$ cat config.mk
export PLATFORM = sky130hd
export DESIGN_NAME = sdram_port_arbiter_flat
export DESIGN_NICKNAME = d
export VERILOG_FILES = /design/src/rtl/sdram_arb_pkg.sv /design/src/rtl/sdram_port_arbiter_if.sv /design/src/rtl/sdram_arb_tag_fifo.sv /design/src/rtl/sdram_port_arbiter.sv /design/src/flat_wrapper.sv
export SDC_FILE = /design/constraint.sdc
export NUM_CORES = 1
export LEC_CHECK = 0
export BUFFER_PORTS_ARGS = -buffer_cell sky130_fd_sc_hd__buf_2
export CAP_MARGIN = 20
export CORE_AREA = 2 2 121 123
export CTS_CLUSTER_DIAMETER = 120
export CTS_CLUSTER_SIZE = 25
export DETAILED_ROUTE_END_ITERATION = 8
export DIE_AREA = 0 0 123 125
export SETUP_SLACK_MARGIN = 0.5
export SYNTH_ARGS = -nofsm -noshare
export SYNTH_HDL_FRONTEND = slang
export SYNTH_SLANG_ARGS = --single-unit
$ cat constraint.sdc
create_clock -name clk_i -period 2.74 [get_ports clk_i]
set_input_delay 0.411 -clock clk_i [delete_from_list [all_inputs] [get_ports clk_i]]
set_output_delay 0.411 -clock clk_i [all_outputs]
set_load 0.05 [all_outputs]
$ cat src/rtl/sdram_arb_pkg.sv
// Shared types and defaults for the SDRAM port arbiter: FSM state encoding,
// the one-bit requester id carried through the read-tag FIFO, and default
// burst / outstanding-read limits.
package sdram_arb_pkg;

   typedef enum logic [1:0] {
      IDLE = 2'd0,
      OWN0 = 2'd1,
      OWN1 = 2'd2
   } arb_state_t;

   typedef logic port_id_t;

   localparam port_id_t PORT0 = 1'b0;
   localparam port_id_t PORT1 = 1'b1;

   localparam int DEF_BURST_LEN = 8;
   localparam int DEF_TAG_DEPTH = 4;

endpackage

$ cat src/rtl/sdram_port_arbiter_if.sv
// Bus bundle for the SDRAM port arbiter: both requester ports, the single
// controller-side user port and the sticky tag error flag.
// slave  = arbiter view, master = requesters/controller view.
interface sdram_port_arbiter_if #(
   parameter int ADDR_W = 22,
   parameter int DATA_W = 32
);
   logic              req0;
   logic              we0;
   logic [ADDR_W-1:0] addr0;
   logic [DATA_W-1:0] wdata0;
   logic              last0;
   logic              gnt0;
   logic              ack0;
   logic [DATA_W-1:0] rdata0;
   logic              rvalid0;

   logic              req1;
   logic              we1;
   logic [ADDR_W-1:0] addr1;
   logic [DATA_W-1:0] wdata1;
   logic              last1;
   logic              gnt1;
   logic              ack1;
   logic [DATA_W-1:0] rdata1;
   logic              rvalid1;

   logic              mem_req;
   logic              mem_we;
   logic [ADDR_W-1:0] mem_addr;
   logic [DATA_W-1:0] mem_wdata;
   logic              mem_ack;
   logic [DATA_W-1:0] mem_rdata;
   logic              mem_rvalid;

   logic              tag_err;

   modport slave (
      input  req0, we0, addr0, wdata0, last0,
      input  req1, we1, addr1, wdata1, last1,
      input  mem_ack, mem_rdata, mem_rvalid,
      output gnt0, ack0, rdata0, rvalid0,
      output gnt1, ack1, rdata1, rvalid1,
      output mem_req, mem_we, mem_addr, mem_wdata,
      output tag_err
   );

   modport master (
      output req0, we0, addr0, wdata0, last0,
      output req1, we1, addr1, wdata1, last1,
      output mem_ack, mem_rdata, mem_rvalid,
      input  gnt0, ack0, rdata0, rvalid0,
      input  gnt1, ack1, rdata1, rvalid1,
      input  mem_req, mem_we, mem_addr, mem_wdata,
      input  tag_err
   );

endinterface

$ cat src/rtl/sdram_arb_tag_fifo.sv
// In-order FIFO of requester ids for outstanding reads. A push and a pop in
// the same cycle both take effect, so a full FIFO can accept a push while
// it is being popped.
module sdram_arb_tag_fifo
   import sdram_arb_pkg::*;
#(
   parameter int DEPTH = DEF_TAG_DEPTH
) (
   input  logic     clk_i,
   input  logic     rst_i,
   input  logic     push_i,
   input  port_id_t pushData_i,
   input  logic     pop_i,
   output port_id_t popData_o,
   output logic     full_o,
   output logic     empty_o
);

   localparam int PTR_W = (DEPTH > 1) ? $clog2(DEPTH) : 1;
   localparam int CNT_W = $clog2(DEPTH + 1);

   port_id_t          store_q [DEPTH];
   logic [PTR_W-1:0]  wrPtr_q, wrPtr_d;
   logic [PTR_W-1:0]  rdPtr_q, rdPtr_d;
   logic [CNT_W-1:0]  count_q, count_d;
   logic              doPush;
   logic              doPop;

   assign full_o    = (count_q == CNT_W'(DEPTH));
   assign empty_o   = (count_q == '0);
   assign popData_o = store_q[rdPtr_q];
   assign doPop     = pop_i & ~empty_o;
   assign doPush    = push_i & (~full_o | doPop);

   // Advance pointers with explicit wrap and track occupancy.
   always_comb begin
      wrPtr_d = wrPtr_q;
      rdPtr_d = rdPtr_q;
      count_d = count_q;
      if (doPush) begin
         wrPtr_d = (wrPtr_q == PTR_W'(DEPTH - 1)) ? '0 : wrPtr_q + 1'b1;
      end
      if (doPop) begin
         rdPtr_d = (rdPtr_q == PTR_W'(DEPTH - 1)) ? '0 : rdPtr_q + 1'b1;
      end
      case ({doPush, doPop})
         2'b10:   count_d = count_q + 1'b1;
         2'b01:   count_d = count_q - 1'b1;
         default: count_d = count_q;
      endcase
   end

   // Pointer and occupancy registers; reset forgets everything outstanding.
   always_ff @(posedge clk_i) begin
      if (rst_i) begin
         wrPtr_q <= '0;
         rdPtr_q <= '0;
         count_q <= '0;
      end else begin
         wrPtr_q <= wrPtr_d;
         rdPtr_q <= rdPtr_d;
         count_q <= count_d;
      end
   end

   // Tag storage needs no reset; only slots below the count are ever read.
   always_ff @(posedge clk_i) begin
      if (doPush) begin
         store_q[wrPtr_q] <= pushData_i;
      end
   end

endmodule

$ cat src/rtl/sdram_port_arbiter.sv
// Two-port arbiter for the SDRAM user port. Port 0 is the Nios single-word
// path, port 1 the camera/filter burst path. Ownership is granted per burst
// (capped at BURST_LEN beats) and read returns are steered back to the
// issuing port through an in-order tag FIFO.
// Build option: define SDRAM_ARB_ROUND_ROBIN_EN for round-robin tie-break;
// otherwise port 0 wins every tie.
module sdram_port_arbiter
   import sdram_arb_pkg::*;
#(
   parameter int BURST_LEN = DEF_BURST_LEN,
   parameter int ADDR_W    = 22,
   parameter int DATA_W    = 32,
   parameter int TAG_DEPTH = DEF_TAG_DEPTH
) (
   input  logic                 clk_i,
   input  logic                 rst_i,
   sdram_port_arbiter_if.slave  bus
);

   localparam logic [1:0] ST_IDLE = IDLE;
   localparam logic [1:0] ST_OWN0 = OWN0;
   localparam logic [1:0] ST_OWN1 = OWN1;
   localparam int         CNT_W   = $clog2(BURST_LEN + 1);

   logic [1:0]        state_q, state_d;
   logic [CNT_W-1:0]  beatCnt_q, beatCnt_d;
   logic [CNT_W-1:0]  beatInc;

   logic              ownReq;
   logic              ownWe;
   logic [ADDR_W-1:0] ownAddr;
   logic [DATA_W-1:0] ownWdata;
   logic              ownLast;
   port_id_t          ownId;

   logic              memReq;
   logic              accept;
   port_id_t          winner;

   logic              tagFull;
   logic              tagEmpty;
   logic              tagPush;
   logic              tagPop;
   port_id_t          tagPopId;

   logic              rvalid0_q, rvalid1_q;
   logic [DATA_W-1:0] rdata0_q, rdata1_q;
   logic              tagErr_q;

`ifdef SDRAM_ARB_ROUND_ROBIN_EN
   port_id_t          lastServed_q, lastServed_d;
`endif

   // Select the current owner's request fields; all zero while idle.
   always_comb begin
      ownReq   = 1'b0;
      ownWe    = 1'b0;
      ownAddr  = '0;
      ownWdata = '0;
      ownLast  = 1'b0;
      ownId    = PORT0;
      case (state_q)
         ST_OWN0: begin
            ownReq   = bus.req0;
            ownWe    = bus.we0;
            ownAddr  = bus.addr0;
            ownWdata = bus.wdata0;
            ownLast  = bus.last0;
            ownId    = PORT0;
         end
         ST_OWN1: begin
            ownReq   = bus.req1;
            ownWe    = bus.we1;
            ownAddr  = bus.addr1;
            ownWdata = bus.wdata1;
            ownLast  = bus.last1;
            ownId    = PORT1;
         end
         default: begin
         end
      endcase
   end

   // A read is held off while the tag FIFO cannot record its owner.
   assign memReq  = ownReq & ~(~ownWe & tagFull);
   assign accept  = memReq & bus.mem_ack;
   assign beatInc = beatCnt_q + 1'b1;

   assign bus.mem_req   = memReq;
   assign bus.mem_we    = ownWe;
   assign bus.mem_addr  = ownAddr;
   assign bus.mem_wdata = ownWdata;
   assign bus.gnt0      = (state_q == ST_OWN0);
   assign bus.gnt1      = (state_q == ST_OWN1);
   assign bus.ack0      = accept & (state_q == ST_OWN0);
   assign bus.ack1      = accept & (state_q == ST_OWN1);
   assign bus.rvalid0   = rvalid0_q;
   assign bus.rvalid1   = rvalid1_q;
   assign bus.rdata0    = rdata0_q;
   assign bus.rdata1    = rdata1_q;
   assign bus.tag_err   = tagErr_q;

   // Pick the idle-state winner when both ports request together.
   always_comb begin
`ifdef SDRAM_ARB_ROUND_ROBIN_EN
      if (bus.req0 && bus.req1) begin
         winner = (lastServed_q == PORT0) ? PORT1 : PORT0;
      end else begin
         winner = bus.req1 ? PORT1 : PORT0;
      end
`else
      winner = bus.req0 ? PORT0 : PORT1;
`endif
   end

   // Ownership FSM: grant per burst, release on last, cap, or dropped request.
   always_comb begin
      state_d   = state_q;
      beatCnt_d = beatCnt_q;
`ifdef SDRAM_ARB_ROUND_ROBIN_EN
      lastServed_d = lastServed_q;
`endif
      if (state_q == ST_IDLE) begin
         beatCnt_d = '0;
         if (bus.req0 || bus.req1) begin
            state_d = (winner == PORT1) ? ST_OWN1 : ST_OWN0;
`ifdef SDRAM_ARB_ROUND_ROBIN_EN
            lastServed_d = winner;
`endif
         end
      end else begin
         if (accept) begin
            beatCnt_d = beatInc;
            if (ownLast || (beatInc == CNT_W'(BURST_LEN))) begin
               state_d = ST_IDLE;
            end
         end else if (!ownReq) begin
            state_d = ST_IDLE;
         end
      end
   end

   // Every accepted read records its owner; every return pops one entry.
   assign tagPush = accept & ~ownWe;
   assign tagPop  = bus.mem_rvalid & ~tagEmpty;

   sdram_arb_tag_fifo #(
      .DEPTH (TAG_DEPTH)
   ) u_tagFifo (
      .clk_i      (clk_i),
      .rst_i      (rst_i),
      .push_i     (tagPush),
      .pushData_i (ownId),
      .pop_i      (tagPop),
      .popData_o  (tagPopId),
      .full_o     (tagFull),
      .empty_o    (tagEmpty)
   );

   // State, beat counter and the registered read-return path.
   always_ff @(posedge clk_i) begin
      if (rst_i) begin
         state_q   <= ST_IDLE;
         beatCnt_q <= '0;
         rvalid0_q <= 1'b0;
         rvalid1_q <= 1'b0;
         rdata0_q  <= '0;
         rdata1_q  <= '0;
         tagErr_q  <= 1'b0;
      end else begin
         state_q   <= state_d;
         beatCnt_q <= beatCnt_d;
         rvalid0_q <= tagPop & (tagPopId == PORT0);
         rvalid1_q <= tagPop & (tagPopId == PORT1);
         if (tagPop && (tagPopId == PORT0)) begin
            rdata0_q <= bus.mem_rdata;
         end
         if (tagPop && (tagPopId == PORT1)) begin
            rdata1_q <= bus.mem_rdata;
         end
         tagErr_q  <= tagErr_q | (bus.mem_rvalid & tagEmpty);
      end
   end

`ifdef SDRAM_ARB_ROUND_ROBIN_EN
   // Remember which port was granted last for the next tie-break.
   always_ff @(posedge clk_i) begin
      if (rst_i) begin
         lastServed_q <= PORT1;
      end else begin
         lastServed_q <= lastServed_d;
      end
   end
`endif

endmodule

$ cat src/flat_wrapper.sv
// flat-port wrapper written by rule: the top's interface ports become plain ports
module sdram_port_arbiter_flat import sdram_arb_pkg::*;
#(
   parameter int BURST_LEN = DEF_BURST_LEN,
   parameter int ADDR_W    = 22,
   parameter int DATA_W    = 32,
   parameter int TAG_DEPTH = DEF_TAG_DEPTH
)
  (clk_i, rst_i, bus_req0, bus_we0, bus_addr0, bus_wdata0, bus_last0, bus_req1, bus_we1, bus_addr1, bus_wdata1, bus_last1, bus_mem_ack, bus_mem_rdata, bus_mem_rvalid, bus_gnt0, bus_ack0, bus_rdata0, bus_rvalid0, bus_gnt1, bus_ack1, bus_rdata1, bus_rvalid1, bus_mem_req, bus_mem_we, bus_mem_addr, bus_mem_wdata, bus_tag_err);
  sdram_port_arbiter_if #(.ADDR_W(ADDR_W), .DATA_W(DATA_W)) bus_i ();
  input  logic clk_i;
  input  logic rst_i;
  input wire logic [$bits(bus_i.req0)-1:0] bus_req0;
  input wire logic [$bits(bus_i.we0)-1:0] bus_we0;
  input wire logic [$bits(bus_i.addr0)-1:0] bus_addr0;
  input wire logic [$bits(bus_i.wdata0)-1:0] bus_wdata0;
  input wire logic [$bits(bus_i.last0)-1:0] bus_last0;
  input wire logic [$bits(bus_i.req1)-1:0] bus_req1;
  input wire logic [$bits(bus_i.we1)-1:0] bus_we1;
  input wire logic [$bits(bus_i.addr1)-1:0] bus_addr1;
  input wire logic [$bits(bus_i.wdata1)-1:0] bus_wdata1;
  input wire logic [$bits(bus_i.last1)-1:0] bus_last1;
  input wire logic [$bits(bus_i.mem_ack)-1:0] bus_mem_ack;
  input wire logic [$bits(bus_i.mem_rdata)-1:0] bus_mem_rdata;
  input wire logic [$bits(bus_i.mem_rvalid)-1:0] bus_mem_rvalid;
  output wire logic [$bits(bus_i.gnt0)-1:0] bus_gnt0;
  output wire logic [$bits(bus_i.ack0)-1:0] bus_ack0;
  output wire logic [$bits(bus_i.rdata0)-1:0] bus_rdata0;
  output wire logic [$bits(bus_i.rvalid0)-1:0] bus_rvalid0;
  output wire logic [$bits(bus_i.gnt1)-1:0] bus_gnt1;
  output wire logic [$bits(bus_i.ack1)-1:0] bus_ack1;
  output wire logic [$bits(bus_i.rdata1)-1:0] bus_rdata1;
  output wire logic [$bits(bus_i.rvalid1)-1:0] bus_rvalid1;
  output wire logic [$bits(bus_i.mem_req)-1:0] bus_mem_req;
  output wire logic [$bits(bus_i.mem_we)-1:0] bus_mem_we;
  output wire logic [$bits(bus_i.mem_addr)-1:0] bus_mem_addr;
  output wire logic [$bits(bus_i.mem_wdata)-1:0] bus_mem_wdata;
  output wire logic [$bits(bus_i.tag_err)-1:0] bus_tag_err;
  assign bus_i.req0 = bus_req0;
  assign bus_i.we0 = bus_we0;
  assign bus_i.addr0 = bus_addr0;
  assign bus_i.wdata0 = bus_wdata0;
  assign bus_i.last0 = bus_last0;
  assign bus_i.req1 = bus_req1;
  assign bus_i.we1 = bus_we1;
  assign bus_i.addr1 = bus_addr1;
  assign bus_i.wdata1 = bus_wdata1;
  assign bus_i.last1 = bus_last1;
  assign bus_i.mem_ack = bus_mem_ack;
  assign bus_i.mem_rdata = bus_mem_rdata;
  assign bus_i.mem_rvalid = bus_mem_rvalid;
  assign bus_gnt0 = bus_i.gnt0;
  assign bus_ack0 = bus_i.ack0;
  assign bus_rdata0 = bus_i.rdata0;
  assign bus_rvalid0 = bus_i.rvalid0;
  assign bus_gnt1 = bus_i.gnt1;
  assign bus_ack1 = bus_i.ack1;
  assign bus_rdata1 = bus_i.rdata1;
  assign bus_rvalid1 = bus_i.rvalid1;
  assign bus_mem_req = bus_i.mem_req;
  assign bus_mem_we = bus_i.mem_we;
  assign bus_mem_addr = bus_i.mem_addr;
  assign bus_mem_wdata = bus_i.mem_wdata;
  assign bus_tag_err = bus_i.tag_err;
  sdram_port_arbiter #(.BURST_LEN(BURST_LEN), .ADDR_W(ADDR_W), .DATA_W(DATA_W), .TAG_DEPTH(TAG_DEPTH)) u_core (.clk_i(clk_i), .rst_i(rst_i), .bus(bus_i));
endmodule
Word-level counts from Yosys, hierarchy flattened:

Memories as Yosys holds them, arrays and structs flattened. A register that Yosys moved wholly into a read port is not among the register bits.
Index checks and enable logic that the tools add are counted.

* memory bits (read-only): 0
* bits in writable memories: 4
* logic and storage cells: 74
* latch bits: 0
* register bits after elaboration: 80
* memories: 1

Memories
* u_core.u_tagFifo.store_q: depth 4, width 1, read ports 1, clocked after memory_dff 1, write ports 1, RTL line sdram_arb_tag_fifo.sv:22 `port_id_t store_q [DEPTH];`

* multiply operators: 0
* add/subtract/negate cells: 5
* divide/modulo/power cells: 0
* bitwise operators: 19
* reduce and logical (&&, ||, !) cells: 9
* mux-type cells: 19
* shift-type cells: 0
* $lt $le $gt $ge: 0
* eq/ne operators: 11

Operator list (count)
* one-hot mux 32 bit (2 select lines): 1
* one-hot mux 22 bit (2 select lines): 1
* two-way mux 2 bit: 10
* AND 1 bit: 12
* == test 2 bit (second input constant): 4
* inequality test 3 bit (second input constant): 2
* one-hot mux 1 bit (2 select lines): 3
* one-hot mux 3 bit (2 select lines): 1
* inverter 1 bit: 5
* adder 2 x 1 -> 2 bit (second input constant): 2
* adder 4 x 1 -> 4 bit (second input constant): 1
* == test 2 x 1 -> 1 bit (second input constant): 2
* == test 4 bit (second input constant): 1
* adder 3 x 1 -> 3 bit (second input constant): 1
* == test 3 bit (second input constant): 1
* zero test 3 bit: 1
* two-way mux 1 bit: 3
* AND reduction 3 bit: 1
* subtractor 3 x 1 -> 3 bit (second input constant): 1
* logical AND 1 bit: 2
* zero test 2 bit: 1
* logical OR 1 bit: 2
* inequality test 2 bit (second input constant): 1
* OR 1 bit: 2
* 2 further kinds: 2

Depth between registers and ports, before layout:

* word-level depth: 11
* gate-level depth with buffers: 11
* gate-level depth less buffers: 11

Modules after synthesis:

From an unflattened synthesis, not the netlist that was laid out.

* cells, all modules: 538
* area, all modules: 4125.2 um^2

By module, submodules not included
* sdram_port_arbiter: cells an instance 474, area an instance 3429.5 um^2, seq. area each 1461.4 um^2, times used 1
* sdram_arb_tag_fifo: cells an instance 64, area an instance 695.7 um^2, seq. area each 300.3 um^2, times used 1

Least setup slack after synthesis:

No wires, ideal clock.

* path type: reg2out
* start: register u_core.state_q[0]
* end: output port bus_mem_addr[16]
* path slack: -0.139 ns
* arrival time: 2.468 ns
* stages on the path, launching flop included: 7
* cells stage by stage: dfxtp_1 inv_1 ha_1 clkbuf_1 buf_1 a22oi_1 nor2b_1

* word-level cells in the longest chain between the ends: 2
* elaborated cells on any way between the ends: 3

Ends and longest elaborated chain
* from (decl): RTL line sdram_port_arbiter.sv:25 `logic [1:0] state_q, state_d;`
* from (signal assigned): RTL line sdram_port_arbiter.sv:171 `state_q <= state_d;`
* == test 2 bit
* via bus_gnt1: RTL line flat_wrapper.sv:30 `output wire logic [$bits(bus_i.gnt1)-1:0] bus_gnt1;`
* one-hot mux 22 bit (2 select lines): RTL line sdram_port_arbiter.sv:62 `case (state_q)`
* to (decl): RTL line flat_wrapper.sv:36 `output wire logic [$bits(bus_i.mem_addr)-1:0] bus_mem_addr;`

The timed path passes the listed nets, and every way through them passes these cells.

Final worst setup path:

* start: register u_core.state_q[0]
* end: output port bus_mem_addr[3]

* word-level cells in the longest chain between the ends: 2
* elaborated cells on any way between the ends: 3

Ends and longest elaborated chain (RTL line)
* == test 2 bit / == test 2 x 1 -> 1 bit (equally long branches): sdram_port_arbiter.sv:62
* one-hot mux 22 bit (2 select lines) *: sdram_port_arbiter.sv:62

Every way passes the cells marked *; elsewhere a longest branch is shown, timed or not.

==> impl_metrics.ini <==
[setup_path]
path_delay_family = buffers and inverters
crit_path_max_incr_delay_ns = 0.38
crit_chain = inv_4 -> ha_4 -> buf_16 -> a22oi_1 -> nor2b_4 -> buf_2
critPathKind = reg2out
worst-path-buf-inv = 3
worstPathRequired_ns = 2.33
critPathCaptureType = output port
arrival_ns = 1.82
cp_slowest_cell = a22oi_1
cp-start-kind = register
critPathMaxFanout = 57

[yosys]
synth_edf_count = 4
synth_area_leader_cell = dfxtp_1
netlist_area_um2 = 4160
post_synth.cell_area_avg_um2 = 8.02
ys_ff_latch = 86
ys_types = 40
synth_nets = 680
synth.top_cells.by_area = dfxtp_1 (39%), nand2_1 (12%), a22oi_1 (9.7%)
yosys.area_share.simple_pct = 25.5
synthAdderAreaFrac_pct = 3.49
synth_compound_area_share_pct = 21.1
yosys_warnings = 0
yosys-top-cells-count = nand2_1 (136), dfxtp_1 (82), a21oi_1 (73), nor2b_1 (55), a22oi_1 (54)
async_reset_ff_share_pct = 0
synth_xor_area_share_pct = 1.26
synth_mux_area_share_pct = 1.02
seq_area_frac_synth_pct = 42.3
synth_top_family_by_area = simple AND/OR/NAND/NOR gates
postSynthCellCount = 519
synth_top_flop_cell = dfxtp_1
synth.most_common_cell = nand2_1
yosysTopAreaCellShare_pct = 39.4

[global_routing]
grt_overflow_total = 0
grt_pass1_wl_um = 20300
first_global_vias = 4020
antenna_found_initial = 1
grt_start_max_net_pins = 58
grtUsageTotal_pct = 16.7

[power_and_ir_drop]
cellInternalPower_mw = 2.42
pwr-share-comb_pct = 24.4
switching_share_pct = 29.1
power_density_nw_per_um2 = 517
seqPwrFrac_pct = 37.8
leakagePower_nw = 2.87
p_clk_share_pct = 37.8
p_sw_mw = 0.994
ir_drop_v = 0.000314

[placed_design]
pre_cts_ws_ns = 0.434
hpwlAfterDp_um = 10100
gp_congestion = 0.756
io_buffers = 276

[timing]
clock_skew_ns = 0.00632
rsz0062_at_grt = yes
slew_viol_final = 0
fin_crit_ns = 2.24
hold_viol = 0
worstMarginPinSlew_ns = 0.831
timing.fmax_mhz = 447
fin_crit_sh_pct = 81.6
slew_headroom_pct = 44.6
setup_tns_ns = 0
setup_viol = 0
worst_slack_ns = 0.505

[flow_run]
maxCapViolations = 0

[clock_tree]
cts_buffers = 9
clock_latency_ns = 0.33
cts_root_buf = clkbuf_16
h-tree-depth = 3
clock-sinks = 86
cts.reportedPaths.clkPinSlew_ns = 0.06
postCtsHoldBufs = 0
cts_tree = done
cts_buffer_depth = 2

[finish]
areaGrowthSynthToFinish_pct = 58.9
n_antenna_cell = 0
drive_above_1_share_pct = 49.1
nNetsFinal = 939

[hold_path]
hold_class = in2reg

[floorplan]
die_x_um = 123
start_util_pct = 29.3
num_rows = 44
die_h_um = 125
die_area_um2 = 15400
core_um2 = 14200
io_pins = 277

[status]
status = finished clean

[detailed_routing]
viasPerCell = 4.61
wirelength_um = 13600
ant_nets = 0
drcViolationCount = 0
first_pass_iters = 4
avgRoutedWirePerCell_um = 14.1
vias = 4456
drtIter0Drc = 191
sequential cells by signal, summed over array words and instances, names as in the netlist, 2 cells and up, named ones only:
signal / cells
u_core.u_tagFifo.store_q: 4
u_core.u_tagFifo.rdPtr_q: 2
u_core.beatCnt_q: 4
u_core.bus.rdata1: 32
u_core.state_q: 2
u_core.bus.rdata0: 32
u_core.u_tagFifo.wrPtr_q: 2
u_core.u_tagFifo.count_q: 3
what timing repair did:
item,4_1_cts,5_1_grt
buffers inserted,3,1
gates resized for setup,20,34
pin swaps,4,5
setup endpoints to repair,58,58
per-layer routing:
layer | share of wire (%) | global-route usage (%) | routed length (um) | vias to the layer above
met4 | 0.73 | 4.21 | 99 | 0
met2 | 51 | 29.3 | 6890 | 178
li1 | - | - | - | 2266
met1 | 40 | 20.0 | 5500 | 2002
met3 | 8.1 | 4.52 | 1110 | 10
met5 | 0 | 0 | 0 | -
layout make-up:
cell class / count / area, um^2
multi-input cells: 382 / 2640
clock inverters: 5 / 82.6
clock buffers: 10 / 229
repair buffers: 290 / 1630
well taps: 184 / 230
inverters: 9 / 36.3
fillers: 1498 / 7590
flip-flops and latches: 86 / 1770
cell families (layout without fill, tap and decap cells):
| group | count (synthesis) | in the layout |
|---|---|---|
| muxes | 3 | 3 |
| buffers and inverters | 51 | 314 |
| adders and majority gates | 11 | 11 |
| DFF | 86 | 86 |
| and+or+nand+nor | 225 | 225 |
| AOI/OAI and AO/OA | 137 | 137 |
| xor gates and xnor gates | 6 | 6 |
worst paths after layout:
check / cells past startpoint / slack (ns) / to / start
min reg2reg: 2 / 0.45 / u_core.bus.rdata1[13] / u_core.bus.rdata1[13]
max: 6 / 0.50 / bus_mem_addr[3] / u_core.state_q[0]
min: 3 / 0.32 / u_core.bus.rdata0[0] / bus_mem_rdata[0]
max reg2reg: 11 / 0.54 / u_core.u_tagFifo.count_q[2] / u_core.state_q[0]
layout by cell type, fill, tap and decap left out, types with 2 or more instances in the layout:
cell       netlist  final
inv_2            1      3
inv_4            0      2
ha_1            10      6
clkbuf_4         0     24
a21oi_1         73     72
buf_4            5     10
nor2b_2          0      7
and2_1           7      5
buf_16           0      3
buf_8            0      2
ha_4             0      4
a22oi_1         54     53
a22oi_2          1      2
clkbuf_16        0      9
xor2_1           5      5
edfxtp_1         4      4
and2_4           0      2
mux2i_1          2      2
nand2_1        136    135
nand2b_1         3      3
nor2_1          10     10
bufinv_16        0      2
nor3_1           6      6
buf_2            9    250
dfxtp_1         82     80
nor2b_4          0     48
inv_1            8      5
power by group through the flow:
| stage | clock network [mW] | registers, mW | logic [mW] |
|---|---|---|---|
| 6_report | 1.29 | 1.29 | 0.834 |
| 5_1_grt | 1.38 | 1.29 | 0.890 |
| 4_1_cts | 1.32 | 1.29 | 0.817 |
| 3_5_place_dp | 0 | 1.32 | 0.788 |
| 3_3_place_gp | 0 | 1.32 | 0.789 |
| 2_1_floorplan | 0 | 1.37 | 0.519 |
worst min-delay path: stages:
cell and delay (ns):
buf_2 0.10, nand2_1 0.05, a21oi_1 0.05
metrics by stage:
step	cells	utilization [%]	hold WS [ns]	total power, mW	cell area [um^2]
floorplan	519	-	0.454	1.89	4580
global placement	947	42.8	0.440	2.11	6080
detailed placement	947	42.8	0.443	2.11	6080
CTS	965	45.7	0.308	3.43	6490
global route	966	46.6	0.306	3.56	6610
finish	966	46.6	0.320	3.42	6610
No activity file was read; power rests on OpenSTA's default activity.
